File: src/rtl/flex_cnt_pkg.sv
// Shared types and defaults for the flex counter family.
package flex_cnt_pkg;

    typedef enum logic [1:0] {
        IDLE    = 2'd0,
        RUN     = 2'd1,
        EXPIRED = 2'd2
    } cnt_state_t;

    localparam int unsigned FLEX_CNT_DEFAULT_BITS = 4;

endpackage

File: src/rtl/flex_down_counter.sv
// Loadable down-counter / countdown timer with registered zero flag and optional auto-reload.
// Define FLEX_DOWN_CNT_ERR_EN to add the sticky underflow_err output.
module flex_down_counter
    import flex_cnt_pkg::*;
#(
    parameter int unsigned NUM_CNT_BITS = FLEX_CNT_DEFAULT_BITS
) (
    input  logic                    clk,
    input  logic                    rst,
    input  logic                    clear,
    input  logic                    load,
    input  logic [NUM_CNT_BITS-1:0] load_val,
    input  logic                    count_enable,
    input  logic                    auto_reload,
    output logic [NUM_CNT_BITS-1:0] count_out,
    output logic                    zero_flag,
`ifdef FLEX_DOWN_CNT_ERR_EN
    output logic                    underflow_err,
`endif
    output logic                    busy
);

    localparam logic [NUM_CNT_BITS-1:0] CntZero = '0;
    localparam logic [NUM_CNT_BITS-1:0] CntOne  = NUM_CNT_BITS'(1);

    cnt_state_t              state_q, state_d;
    logic [NUM_CNT_BITS-1:0] count_q, count_d;
    logic [NUM_CNT_BITS-1:0] reload_q, reload_d;
    logic                    err_q, err_d;

    always_comb begin
        state_d  = state_q;
        count_d  = count_q;
        reload_d = reload_q;
        err_d    = err_q;
        if (clear) begin
            state_d = IDLE;
            count_d = CntZero;
            err_d   = 1'b0;
        end else if (load) begin
            count_d  = load_val;
            reload_d = load_val;
            err_d    = 1'b0;
            state_d  = (load_val != CntZero) ? RUN : EXPIRED;
        end else if (count_enable) begin
            unique case (state_q)
                RUN: begin
                    count_d = count_q - CntOne;
                    if (count_q == CntOne) begin
                        state_d = EXPIRED;
                    end
                end
                EXPIRED: begin
                    // Count sits at zero here; only a non-zero reload leaves EXPIRED.
                    if (auto_reload && (reload_q != CntZero)) begin
                        count_d = reload_q;
                        state_d = RUN;
                    end else begin
                        err_d = 1'b1;
                    end
                end
                default: ;
            endcase
        end
    end

    always_ff @(posedge clk) begin
        if (rst) begin
            state_q  <= IDLE;
            count_q  <= CntZero;
            reload_q <= CntZero;
            err_q    <= 1'b0;
        end else begin
            state_q  <= state_d;
            count_q  <= count_d;
            reload_q <= reload_d;
            err_q    <= err_d;
        end
    end

    assign count_out = count_q;
    assign zero_flag = (state_q == EXPIRED);
    assign busy      = (state_q == RUN);

`ifdef FLEX_DOWN_CNT_ERR_EN
    assign underflow_err = err_q;
`else
    logic unused_err;
    assign unused_err = err_q;
`endif

endmodule

File: config.mk
export PLATFORM = sky130hd
export DESIGN_NAME = flex_down_counter
export DESIGN_NICKNAME = d
export VERILOG_FILES = /design/src/rtl/flex_cnt_pkg.sv /design/src/rtl/flex_down_counter.sv
export SDC_FILE = /design/constraint.sdc
export NUM_CORES = 1
export LEC_CHECK = 0
export BUFFER_PORTS_ARGS = -buffer_cell sky130_fd_sc_hd__buf_2
export CAP_MARGIN = 10
export CELL_PAD_IN_SITES_DETAIL_PLACEMENT = 2
export CELL_PAD_IN_SITES_GLOBAL_PLACEMENT = 2
export CORE_UTILIZATION = 30
export CTS_CLUSTER_SIZE = 30
export DETAILED_ROUTE_END_ITERATION = 16
export PLACE_DENSITY = 0.79
export SKIP_LAST_GASP = 1
export SYNTH_ARGS = -nofsm -noshare
export SYNTH_HDL_FRONTEND = slang
export SYNTH_SLANG_ARGS = --single-unit
File: constraint.sdc
create_clock -name clk -period 4 [get_ports clk]
set_input_delay 0.4 -clock clk [delete_from_list [all_inputs] [get_ports clk]]
set_output_delay 0.4 -clock clk [all_outputs]
set_load 0.005 [all_outputs]
Yosys cells after proc, flatten, opt, wreduce, memory -nomap -nowiden
Cells that the tools add are included.
{ "word_totals": {"regBits": 10, "input_bits": 10, "output_inout_bits": 6, "wordCells": 29} }
{ "classes": {"add_sub_neg": 1, "n_eq_ne": 5, "n_mux": 10, "n_bitwise": 1, "n_reduce_logical": 9} }
{ "op_table": {"columns": ["op", "n"], "rows": [
  ["$mux 4", 3],
  ["$mux 2", 5],
  ["$pmux 4 s2", 1],
  ["$reduce_bool 4->1", 2],
  ["$ne 3x2->1 const B", 2],
  ["$eq 4x1->1 const B", 1],
  ["$pmux 2 s2", 1],
  ["$reduce_and 4->1", 1],
  ["$sub 4x1->4 const B", 1],
  ["$reduce_and 3->1", 1],
  ["$reduce_bool 3->1", 1],
  ["$eq 2x1->1 const B", 1],
  ["$eq 2x2->1 const B", 1],
  ["$reduce_and 2->1", 1],
  ["$reduce_bool 2->1", 1],
  ["$reduce_or 2->1", 1],
  ["$logic_and 1x1->1", 1],
  ["$not 1->1", 1]
]} }

Logic depth before layout (Yosys ltp)
{ "depth": {"word_depth": 6, "depth_mapped": 6, "mapped_depth_nobuf": 6} }

Worst setup path before layout
No wires, ideal clock.
{ "synth_timing": {"path_type": "input to register", "startpoint": "in load", "endpoint": "reg reload_q[0]", "setup_ns": 0.114, "t_arrival_ns": 1.220, "required_time_ns": 3.886, "path_slack_ns": 2.665, "path_stages": 5, "path_buffers": 1, "path_cell_list": "buf_2 inv_1 nor2_1 mux2i_1 nor2_1"} }
{ "synth_via": {"elab_chain_cells": 1} }
{ "synth_rtl": {"columns": ["element", "line", "source"], "rows": [
  ["from (decl)", "flex_down_counter.sv:11", "input logic load,"],
  ["$reduce_and 2->1 (no source line)", null, null],
  ["to (signal assigned)", "flex_down_counter.sv:71", "reload_q <= CntZero;"],
  ["to (signal assigned)", "flex_down_counter.sv:76", "reload_q <= reload_d;"],
  ["to (decl)", "flex_down_counter.sv:28", "logic [NUM_CNT_BITS-1:0] reload_q, reload_d;"]
]} }
No other way between the ends.
A chain may end at the register's enable or synchronous reset.

Final worst setup path
{ "layout_timing": {"startpoint": "reg state_q[0]", "endpoint": "out zero_flag"} }
{ "layout_via": {"elab_chain_cells": 1} }
{ "layout_rtl": {"columns": ["element", "line", "source"], "rows": [
  ["from (decl)", "flex_down_counter.sv:26", "cnt_state_t state_q, state_d;"],
  ["from (signal assigned)", "flex_down_counter.sv:74", "state_q <= state_d;"],
  ["$eq 2x2->1", "flex_down_counter.sv:82", "assign zero_flag = (state_q == EXPIRED);"],
  ["to (decl)", "flex_down_counter.sv:16", "output logic zero_flag,"]
]} }
No other way between the ends.

==> impl_metrics.json <==
{
  "outcome": "finished, final reports clean",
  "crit_path_top_delay_cell": "sky130_fd_sc_hd__dfxtp_1",
  "synth.lib_cells_used.distinct": 30,
  "r2r_start": "reload_q[3]",
  "syn-instance-count": 71,
  "grt.busiest_layer": "met2",
  "top_level_ports": 16,
  "critPathLaunchType": "register",
  "timing.final.ws_setup_ns": 2.35,
  "final_hold_slack_ns": 0.379,
  "place_hpwl_mm": 1.40,
  "power.internal_mw": 0.158,
  "detailed_place.area_um2": 693,
  "p_seq_share_pct": 50.0,
  "combPwrFrac_pct": 19.5,
  "timing.final.crit_share_pct": 41.3,
  "die_height_um": 46.6,
  "yosys.area.top_type_share_pct": 33.5,
  "r2r_slack_ns": 2.50,
  "slew_headroom_pct": 66.5,
  "cap_violations": 0,
  "post-route-util_pct": 39.7,
  "grt_max_degree": 10,
  "grt_pass1_wl_mm": 2.97,
  "powerDensity_nw_per_um2": 307,
  "ys_warn_count": 0,
  "cp_required_ns": 3.60,
  "clkTransAtPathRegs_ns": 0.06,
  "vias_per_cell": 5.41,
  "final.min_clock_period_ns": 1.65,
  "first_global_vias": 643,
  "yosys.area.top_type": "sky130_fd_sc_hd__dfxtp_1",
  "die-width_um": 46.6,
  "nets": 101,
  "power.share.clock_pct": 30.4,
  "ys_ff_latch": 10,
  "critical_path.n_buffers_inverters": 2,
  "switching_power_mw": 0.0619,
  "final_design_area_no_fill_um2": 716,
  "layout-drive-gt1-share_pct": 23.0,
  "fmax_mhz": 605,
  "tightestPinTransition_ns": 0.501,
  "cts-hold-fix-buffers": 0,
  "cts_setup_buffers": 0,
  "final.setup.tns_ns": 0,
  "critical_path.max_stage_delay_ns": 0.41,
  "grt_use_total_pct": 19.5,
  "worstPathMaxFanout": 8,
  "cts_buffers": 3,
  "cp_data_arrival_time_ns": 1.25,
  "static-leakage-power_nw": 0.300,
  "timing_worst_setup_path_type": "reg2out",
  "globalRouteMet3Util_pct": 3.53,
  "drt_first_iter_violations": 6,
  "path_cells": "nand2b_1 -> inv_1 -> buf_2",
  "syn_area_um2": 597,
  "worstSetupEndpointType": "primary output",
  "antennaDiodeCount": 0,
  "cts_root_buffer": "sky130_fd_sc_hd__clkbuf_4",
  "routed_wirelength_mm": 1.73,
  "grt_setup_unrepaired": "false",
  "wire_per_inst_um": 15.5,
  "drt_drc_violations_left": 0,
  "tritoncts": "built",
  "clock_skew_ns": 0.00201,
  "timing.rr.end": "state_q[1]",
  "critical_path.top_delay_family": "flip-flops",
  "synth_top_cells_by_area": "sky130_fd_sc_hd__dfxtp_1 34%, sky130_fd_sc_hd__mux2i_1 10%, sky130_fd_sc_hd__o211ai_1 5.0%, sky130_fd_sc_hd__nor2_1 4.4%, sky130_fd_sc_hd__ha_1 4.2%",
  "std_cell_rows": 15,
  "detail_route.first_pass.iterations": 3,
  "finalHoldViolations": 0,
  "hold_path_depth": 2,
  "antenna_found_initial": 0,
  "htree_num_levels": 1,
  "clock_latency_at_the_later_pin_of_the_worst_skew_pair_ns": 0.26,
  "place.port_buffers": 15,
  "design.die.area_um2": 2170,
  "synthToLayoutAreaGrowth_pct": 19.9,
  "postSynthNetCount": 83,
  "syn_avg_cell_area_um2": 8.41,
  "synth_sequential_area_ratio_pct": 33.5,
  "floorplan.initialDensity_pct": 33.1,
  "place_ws_ns": 2.39,
  "slew_viol_final": 0,
  "timing.hold.worst.start": "rst",
  "worst_case_clock_buffer_depth": 2,
  "cts.sink_count": 10,
  "max-vdd-ir-drop_mv": 0.120,
  "finalWeightedCongestion": 0.745,
  "grt.overflow.total": 0,
  "worstHoldPathType": "in2reg",
  "cts-resized-gates": 0,
  "whs_endpoint": "reload_q[0]",
  "swShare_pct": 28.1,
  "grt_util_met1_pct": 25.7,
  "count_of_vias_placed_by_the_detailed_router": 606,
  "floorplan.core_area_um2": 1800,
  "final-setup-viol-count": 0,
  "final_antenna_net_count": 0,
  "r2r_cells": 4,
  "groute.layer.met2.usage_pct": 32.8
}
worst max-delay path by stage:
stage	start	endpoint	slack, ns	cells past startpoint
floorplan	load	reload_q[0]	2.67	5
global route	state_q[0]	zero_flag	2.25	3
CTS	state_q[0]	zero_flag	2.33	3
detailed placement	load_val[3]	state_q[1]	2.39	5
finish	state_q[0]	zero_flag	2.35	3
global placement	load_val[3]	state_q[1]	2.43	5
cell usage in the layout (no fill, tap or decap), types with 2 or more instances in the layout:
cell | synthesis | final
sky130_fd_sc_hd__buf_2 | 1 | 15
sky130_fd_sc_hd__dfxtp_1 | 10 | 10
sky130_fd_sc_hd__nor2_1 | 7 | 7
sky130_fd_sc_hd__nand2_1 | 6 | 6
sky130_fd_sc_hd__mux2i_1 | 6 | 6
sky130_fd_sc_hd__inv_1 | 5 | 5
sky130_fd_sc_hd__o21ai_0 | 5 | 5
sky130_fd_sc_hd__o211ai_1 | 4 | 4
sky130_fd_sc_hd__a21oi_1 | 3 | 3
sky130_fd_sc_hd__clkbuf_4 | 0 | 3
sky130_fd_sc_hd__a31oi_1 | 2 | 2
sky130_fd_sc_hd__nor3b_1 | 2 | 2
sky130_fd_sc_hd__ha_1 | 2 | 2
final cells by class:
cell class,instances,area (um^2)
Fill cell,223,1090
Multi-Input combinational cell,54,368
Sequential cell,10,200
Timing Repair Buffer,15,75.1
Tap cell,25,31.3
Clock buffer,3,22.5
Inverter,5,18.8
cells in the mapped netlist, drive strengths merged:
cell and count:
nand4b 1, a31oi 2, buf 1, nor3b 2, and3b 1, a22oi 1, nor2 7, nand2 6
dfxtp 10, nor3 1, a211oi 1, nor4 1, or3 1, a21boi 1, o41ai 1, o21ai 5
nand3b 1, a311o 1, nand2b 1, clkbuf 1, mux2i 6, a311oi 1, a21oi 3, or4 1
o21a 1, ha 2, inv 5, xnor2 1, nor2b 1, o211ai 4
state kept, by name, summed over array words and instances (netlist names):
register	cells
reload_q	4
count_out	4
state_q	2
power by group through the flow:
stage	Combinational [mW]	Sequential, mW	Clock (mW)
after detailed placement	0.0431	0.112	0
after CTS	0.0435	0.110	0.0685
final	0.0429	0.110	0.0670
after floorplan	0.0268	0.111	0
after global routing	0.0487	0.111	0.0754
after global placement	0.0419	0.112	0
per-layer routing:
layer	vias up	routed length, um
met5	-	0
li1	294	-
met4	0	0
met3	0	57
met2	16	816
met1	296	857
per-stage QoR:
stage          instances  total power, mW
6_report             112            0.220
3_5_place_dp         109            0.155
3_3_place_gp         109            0.154
5_1_grt              112            0.235
2_1_floorplan         71            0.138
4_1_cts              112            0.222
worst reg2reg max path: stages (launching register included):
cell and delay [ns]:
sky130_fd_sc_hd__dfxtp_1 0.34, sky130_fd_sc_hd__nor4_1 0.38, sky130_fd_sc_hd__nor2_1 0.12, sky130_fd_sc_hd__a311oi_2 0.38
sky130_fd_sc_hd__mux2i_1 0.22
cells by family (layout without fill, tap and decap cells):
group	count (synthesis)	in the layout	synth area share, %
mux	6	6	10.1
fa+ha+maj	2	2	4.19
simple gates	24	24	21.4
buf+inv	7	23	4.82
compound gates	21	21	24.5
xor+xnor	1	1	1.47
flops	10	10	33.5
Note: power is estimated with default switching activity, not from simulation.
